--- src/rtl/ram_burst_reader.sv ---
// ram_burst_reader
//   Turns a (start address, length) burst command into a sequence of RAM reads
//   and presents the returned words as a ready/valid stream. The RAM has one
//   cycle of read latency. A 2-entry skid FIFO plus a one-deep in-flight
//   tracker keep the issued-but-not-consumed word count at 2 or less, so
//   back-pressure never loses data.
//
// Ports
//   i_clk          clock, all state on the rising edge
//   i_rst_n        asynchronous active-low reset
//   i_cmd_valid    burst command offered
//   o_cmd_ready    command accepted when high together with i_cmd_valid
//   i_cmd_addr     start word address (WIDTH bits)
//   i_cmd_len      burst length minus one, 0 means one word (LEN_W bits)
//   o_ram_rden     RAM read enable
//   o_ram_raddr    RAM read address (WIDTH bits)
//   i_ram_rdata    RAM read data, valid the cycle after an o_ram_rden cycle
//   o_data_valid   stream word available
//   i_data_ready   downstream accepts the word
//   o_data         stream word (32 bits)
//   o_data_last    marks the final word of the burst
//   o_busy         high whenever the controller is not idle
module ram_burst_reader #(
   parameter int WIDTH = 10,
   parameter int LEN_W = 8
) (
   input  logic             i_clk,
   input  logic             i_rst_n,
   input  logic             i_cmd_valid,
   output logic             o_cmd_ready,
   input  logic [WIDTH-1:0] i_cmd_addr,
   input  logic [LEN_W-1:0] i_cmd_len,
   output logic             o_ram_rden,
   output logic [WIDTH-1:0] o_ram_raddr,
   input  logic [31:0]      i_ram_rdata,
   output logic             o_data_valid,
   input  logic             i_data_ready,
   output logic [31:0]      o_data,
   output logic             o_data_last,
   output logic             o_busy
);

   typedef enum logic [1:0] {
      S_IDLE  = 2'd0,
      S_ISSUE = 2'd1,
      S_DRAIN = 2'd2
   } state_t;

   localparam logic [LEN_W:0] REM_ONE = {{LEN_W{1'b0}}, 1'b1};

   state_t           r_state;
   logic [WIDTH-1:0] r_addr;
   logic [LEN_W:0]   r_remaining;     // one bit wider: holds CMD_LEN+1 without overflow
   logic             r_inflight;
   logic             r_inflight_last;

   logic [31:0]      r_fifo_data [2];
   logic [1:0]       r_fifo_last;
   logic             r_wr_ptr;
   logic             r_rd_ptr;
   logic [1:0]       r_count;

   logic             w_accept;
   logic             w_issue;
   logic             w_push;
   logic             w_pop;

   assign o_cmd_ready  = (r_state == S_IDLE);
   assign o_busy       = (r_state != S_IDLE);
   assign w_accept     = i_cmd_valid & o_cmd_ready;

   assign o_data_valid = (r_count != 2'd0);
   assign o_data       = r_fifo_data[r_rd_ptr];
   assign o_data_last  = r_fifo_last[r_rd_ptr];
   assign w_pop        = o_data_valid & i_data_ready;
   assign w_push       = r_inflight;

   // Issue while (occupancy + inflight - pop) < 2, rearranged as
   // occupancy + inflight < 2 + pop so the unsigned sum never underflows.
   // A same-cycle pop frees a slot, which is what sustains one word per cycle.
   assign w_issue      = (r_state == S_ISSUE) &&
                         (({1'b0, r_count} + {2'b00, r_inflight}) < (3'd2 + {2'b00, w_pop}));
   assign o_ram_rden   = w_issue;
   assign o_ram_raddr  = r_addr;

   // Control FSM: sequences the burst and owns the address/length counters.
   // NOTE: sequential state uses non-blocking (<=) so every register samples
   // pre-edge values; blocking assignments here would create ordering races.
   always_ff @(posedge i_clk or negedge i_rst_n) begin
      if (!i_rst_n) begin
         r_state     <= S_IDLE;
         r_addr      <= '0;
         r_remaining <= '0;
      end else begin
         unique case (r_state)
            S_IDLE: begin
               if (w_accept) begin
                  r_addr      <= i_cmd_addr;
                  r_remaining <= {1'b0, i_cmd_len} + REM_ONE;
                  r_state     <= S_ISSUE;
               end
            end
            S_ISSUE: begin
               if (w_issue) begin
                  r_addr      <= r_addr + {{(WIDTH-1){1'b0}}, 1'b1};  // wraps at 2^WIDTH
                  r_remaining <= r_remaining - REM_ONE;
                  if (r_remaining == REM_ONE) r_state <= S_DRAIN;
               end
            end
            S_DRAIN: begin
               // The last word may still be in flight; wait for it to leave the head.
               if (w_pop && o_data_last) r_state <= S_IDLE;
            end
            default: r_state <= S_IDLE;
         endcase
      end
   end

   // Read-return capture and 2-entry stream FIFO.
   // NOTE: the FIFO storage is reset along with the pointers because o_data is
   // driven straight from the head entry and must read 0 out of reset.
   always_ff @(posedge i_clk or negedge i_rst_n) begin
      if (!i_rst_n) begin
         r_inflight      <= 1'b0;
         r_inflight_last <= 1'b0;
         r_fifo_data[0]  <= '0;
         r_fifo_data[1]  <= '0;
         r_fifo_last     <= '0;
         r_wr_ptr        <= 1'b0;
         r_rd_ptr        <= 1'b0;
         r_count         <= '0;
      end else begin
         // Clearing r_inflight on reset is what drops a read issued before it.
         r_inflight      <= w_issue;
         r_inflight_last <= (r_remaining == REM_ONE);

         if (w_push) begin
            r_fifo_data[r_wr_ptr] <= i_ram_rdata;
            r_fifo_last[r_wr_ptr] <= r_inflight_last;
            r_wr_ptr              <= ~r_wr_ptr;
         end
         if (w_pop) r_rd_ptr <= ~r_rd_ptr;

         unique case ({w_push, w_pop})
            2'b10:   r_count <= r_count + 2'd1;
            2'b01:   r_count <= r_count - 2'd1;
            default: r_count <= r_count;
         endcase
      end
   end

endmodule

--- config.mk ---
export PLATFORM = sky130hd
export DESIGN_NAME = ram_burst_reader
export DESIGN_NICKNAME = d
export VERILOG_FILES = /design/src/rtl/ram_burst_reader.sv
export SDC_FILE = /design/constraint.sdc
export NUM_CORES = 1
export LEC_CHECK = 0
export ABC_AREA = 1
export ABC_CLOCK_PERIOD_IN_PS = 2200
export CORE_ASPECT_RATIO = 1.75
export CORE_MARGIN = 2
export CORE_UTILIZATION = 45
export DETAILED_ROUTE_END_ITERATION = 10
export PLACE_DENSITY = 0.72
export SYNTH_ARGS = -nofsm -noshare
export SYNTH_HDL_FRONTEND = slang
export SYNTH_SLANG_ARGS = --single-unit
--- constraint.sdc ---
create_clock -name i_clk -period 2.2 [get_ports i_clk]
set_input_delay 0.33 -clock i_clk [delete_from_list [all_inputs] [get_ports i_clk]]
set_output_delay 0.33 -clock i_clk [all_outputs]
set_load 0.03 [all_outputs]
==> results.yml <==
route:
  wl_met3_um: 491
  drtAntennaViolNets: 0
  drt_iter0_drc: 277
  drc: 0
  met1_length_mm: 4.49
  dr.pass1.iters: 5
  vias_per_cell: 4.96
  wl_per_cell_um: 12.5
  top_layer: "met4"
  wirelength_mm: 10.6
  vias: 4196
  dr_wl_met2_mm: 5.41
sta:
  clock_skew_ps: 5.46
  fin_crit_ps: 2050
  hold_viol: 0
  fin_crit_sh_pct: 93.3
  rsz0062_at_grt: "no"
  timing.setup.tns_ps: 0
  max_freq_ghz: 0.487
  worstMarginPinSlew_ps: 1070
  finalSetupViolations: 0
  relSlewSlack_pct: 28.6
  drv_slew: 0
critical_path:
  cp.arrival_ps: 1720
  start_kind: "flop"
  worstReg2RegStart: "r_count[0]$_DFFE_PN0P_"
  slowest_delay_ps: 450
  cp.required_ps: 1870
  cp_max_fo: 6
  cp.depth: 6
  cp_top_family: "adder cells"
  cp-startpoint: "r_count[0]$_DFFE_PN0P_"
  reg2regPathDepth: 9
  cp_cell_sequence: "ha_1, ha_1, nand2_2, nand2_2, nor2_1, buf_4"
  worstSetupEndpoint: "o_ram_rden"
  crit_type: "reg -> out"
  critical_path.slowest_cell: "dfrtp_2"
  regToRegSetupSlack_ps: 370
  worst-path-buf-inv: 1
  timing.rr.end: "o_ram_raddr[3]$_DFFE_PN0P_"
  end_kind: "output port"
global_route:
  antenna_found_initial: 0
  grt_overflow: 0
  grt_usage_pct: 20.0
  grt_pass1_vias: 4082
  grt_max_degree: 68
  grt_first_pass_wirelength_mm: 18.1
run_status:
  status: "finished, final reports clean"
min_path:
  hold_path.startpoint: "r_fifo_data[59]$_DFFE_PN0P_"
  hold_path.class: "reg -> reg"
synth:
  ys_types: 30
  synth_fp_nets: 683
  synthCells: 622
  ys_ff_latch: 93
  synth-edff-count: 0
  yosysSeqAreaShare_pct: 49.4
  synth_ff_type: "dfrtp_1"
  yosys.area.top_type_share_pct: 49.4
  ys_async_sr_fraction_pct: 100
  yosys.area.top_type: "dfrtp_1"
  synthesis.area_um2: 4710
  synth_area_leaders: "dfrtp_1 (49%), nand2_1 (21%), o21ai_0 (8.6%)"
  synth_warnings: 0
  synth.avg_cell_area_um2: 7.57
pwr:
  p_per_area_nw_per_um2: 1610
  cellLeakagePower_nw: 3.39
  peakVddDrop_v: 0.000770
  p_total_mw: 9.92
floorplanning:
  core_area_um2: 10200
  initial_core_util_pct: 46.0
  ios: 101
  fp-row-count: 49
  die_area_um2: 11300
  die_w_um: 81.3
  die_h_um: 139
cts:
  cts-root-buf: "clkbuf_16"
  clk_path_buf_depth: 2
  cts_tree: "yes"
  cts.htree.levels: 3
  cts_setup_buffers: 0
  numClockSinks: 93
  cts_buffers: 9
  clkSlewWorstSetupHoldPaths_ps: 60
  clk_latency_ps: 330
finish:
  design_area_um2: 6180
  regArea_um2: 2330
  nNetsFinal: 775
  final_cell_mix: "nand2_1 (263), dfrtp_1 (92), o21ai_0 (81), clkdlybuf4s50_1 (65), inv_1 (60)"
  multi_input_area_um2: 2000
  diodes: 0
  fill_cells: 931
  drive_gt1_share_pct: 6.26
  final_common_cell: "nand2_1"
  syn2layout_area_growth_pct: 31.3
place:
  io_buffers: 100
  routabilityCongestion: 0.828
  placement.cell_area_um2: 5830
  hpwl_mm: 7.36
flow_run:
  cap_violations: 0
==> metal layers <==
layer  vias to the layer above  track usage (%)
li1                       2124                -
met1                      1952             23.7
met2                       109             35.3
met3                        11             3.83
met4                         0             6.69
met5                         -                0
==> flip-flops by register name, indices dropped and copies added, names as in the netlist, 2 cells and up <==
name and cells:
r_remaining 9, r_count 2, r_fifo_last 2, o_ram_raddr 10, r_fifo_data 64, r_state 2
==> per-stage QoR <==
step	hold slack [ps]	setup slack, ps	utilization (%)	instances
6_report	487	148	60.4	846
3_5_place_dp	371	317	56.9	829
3_3_place_gp	370	331	56.9	829
4_1_cts	489	0.275	59.8	846
5_1_grt	513	24.2	60.4	846
2_1_floorplan	34.4	426	-	622
==> worst min-delay path by stage <==
stage / endpoint / slack (ps) / cells past startpoint
6_report: r_fifo_data[59]$_DFFE_PN0P_ / 490 / 2
5_1_grt: r_fifo_data[42]$_DFFE_PN0P_ / 510 / 2
4_1_cts: r_fifo_data[59]$_DFFE_PN0P_ / 490 / 2
3_5_place_dp: r_fifo_data[38]$_DFFE_PN0P_ / 370 / 1
3_3_place_gp: r_fifo_data[38]$_DFFE_PN0P_ / 370 / 1
2_1_floorplan: o_ram_raddr[0]$_DFFE_PN0P_ / 30 / 0
==> synth_stat cells, types with 5 or more instances <==
| master | instances |
|---|---|
| nand2_1 | 264 |
| buf_2 | 8 |
| a21oi_1 | 7 |
| o21ai_0 | 81 |
| inv_1 | 60 |
| dfrtp_1 | 93 |
| nand3_1 | 19 |
| clkbuf_1 | 14 |
| o21ai_2 | 5 |
| nor2_1 | 23 |
| ha_1 | 7 |
==> final cells by class <==
type | instances | share of cell area [%]
well taps | 127 | 2.57
inverters | 64 | 3.89
repair buffers | 108 | 18.7
multi-input cells | 438 | 32.4
clock inverters | 6 | 1.13
flip-flops and latches | 93 | 37.7
clock buffers | 10 | 3.70
==> power by group <==
part           internal (mW)  switching [mW]
Clock                  0.889           0.648
Combinational           1.99            3.26
Sequential              2.55           0.586
Total                   5.43            4.50
==> timing repair <==
action / 4_1_cts / 5_1_grt
gates cloned: 0 / 0
endpoints found under the hold margin: 12 / 0
endpoints found under the setup margin: 10 / 24
hold buffers: 1 / 0
resized for setup: 10 / 24
==> tightest hold or removal path, delay by kind of cell (launching register included) <==
| family | cells | cell delay (ps) |
|---|---|---|
| flops | 1 | 340 |
| compound gates | 1 | 60 |
| simple gates | 1 | 50 |
==> cells by family (layout without fill, tap and decap cells) <==
kind of cell	Yosys count	count (layout)	share of synthesized area [%]
xor gates and xnor gates	6	6	1.12
AOI/OAI and AO/OA	103	103	11.8
buffers and inverters	91	188	8.11
and+or+nand+nor	321	321	27.5
adders and majority gates	7	7	1.86
muxes	1	1	0.213
DFF	93	93	49.4
(Power assumes the default switching activity.)
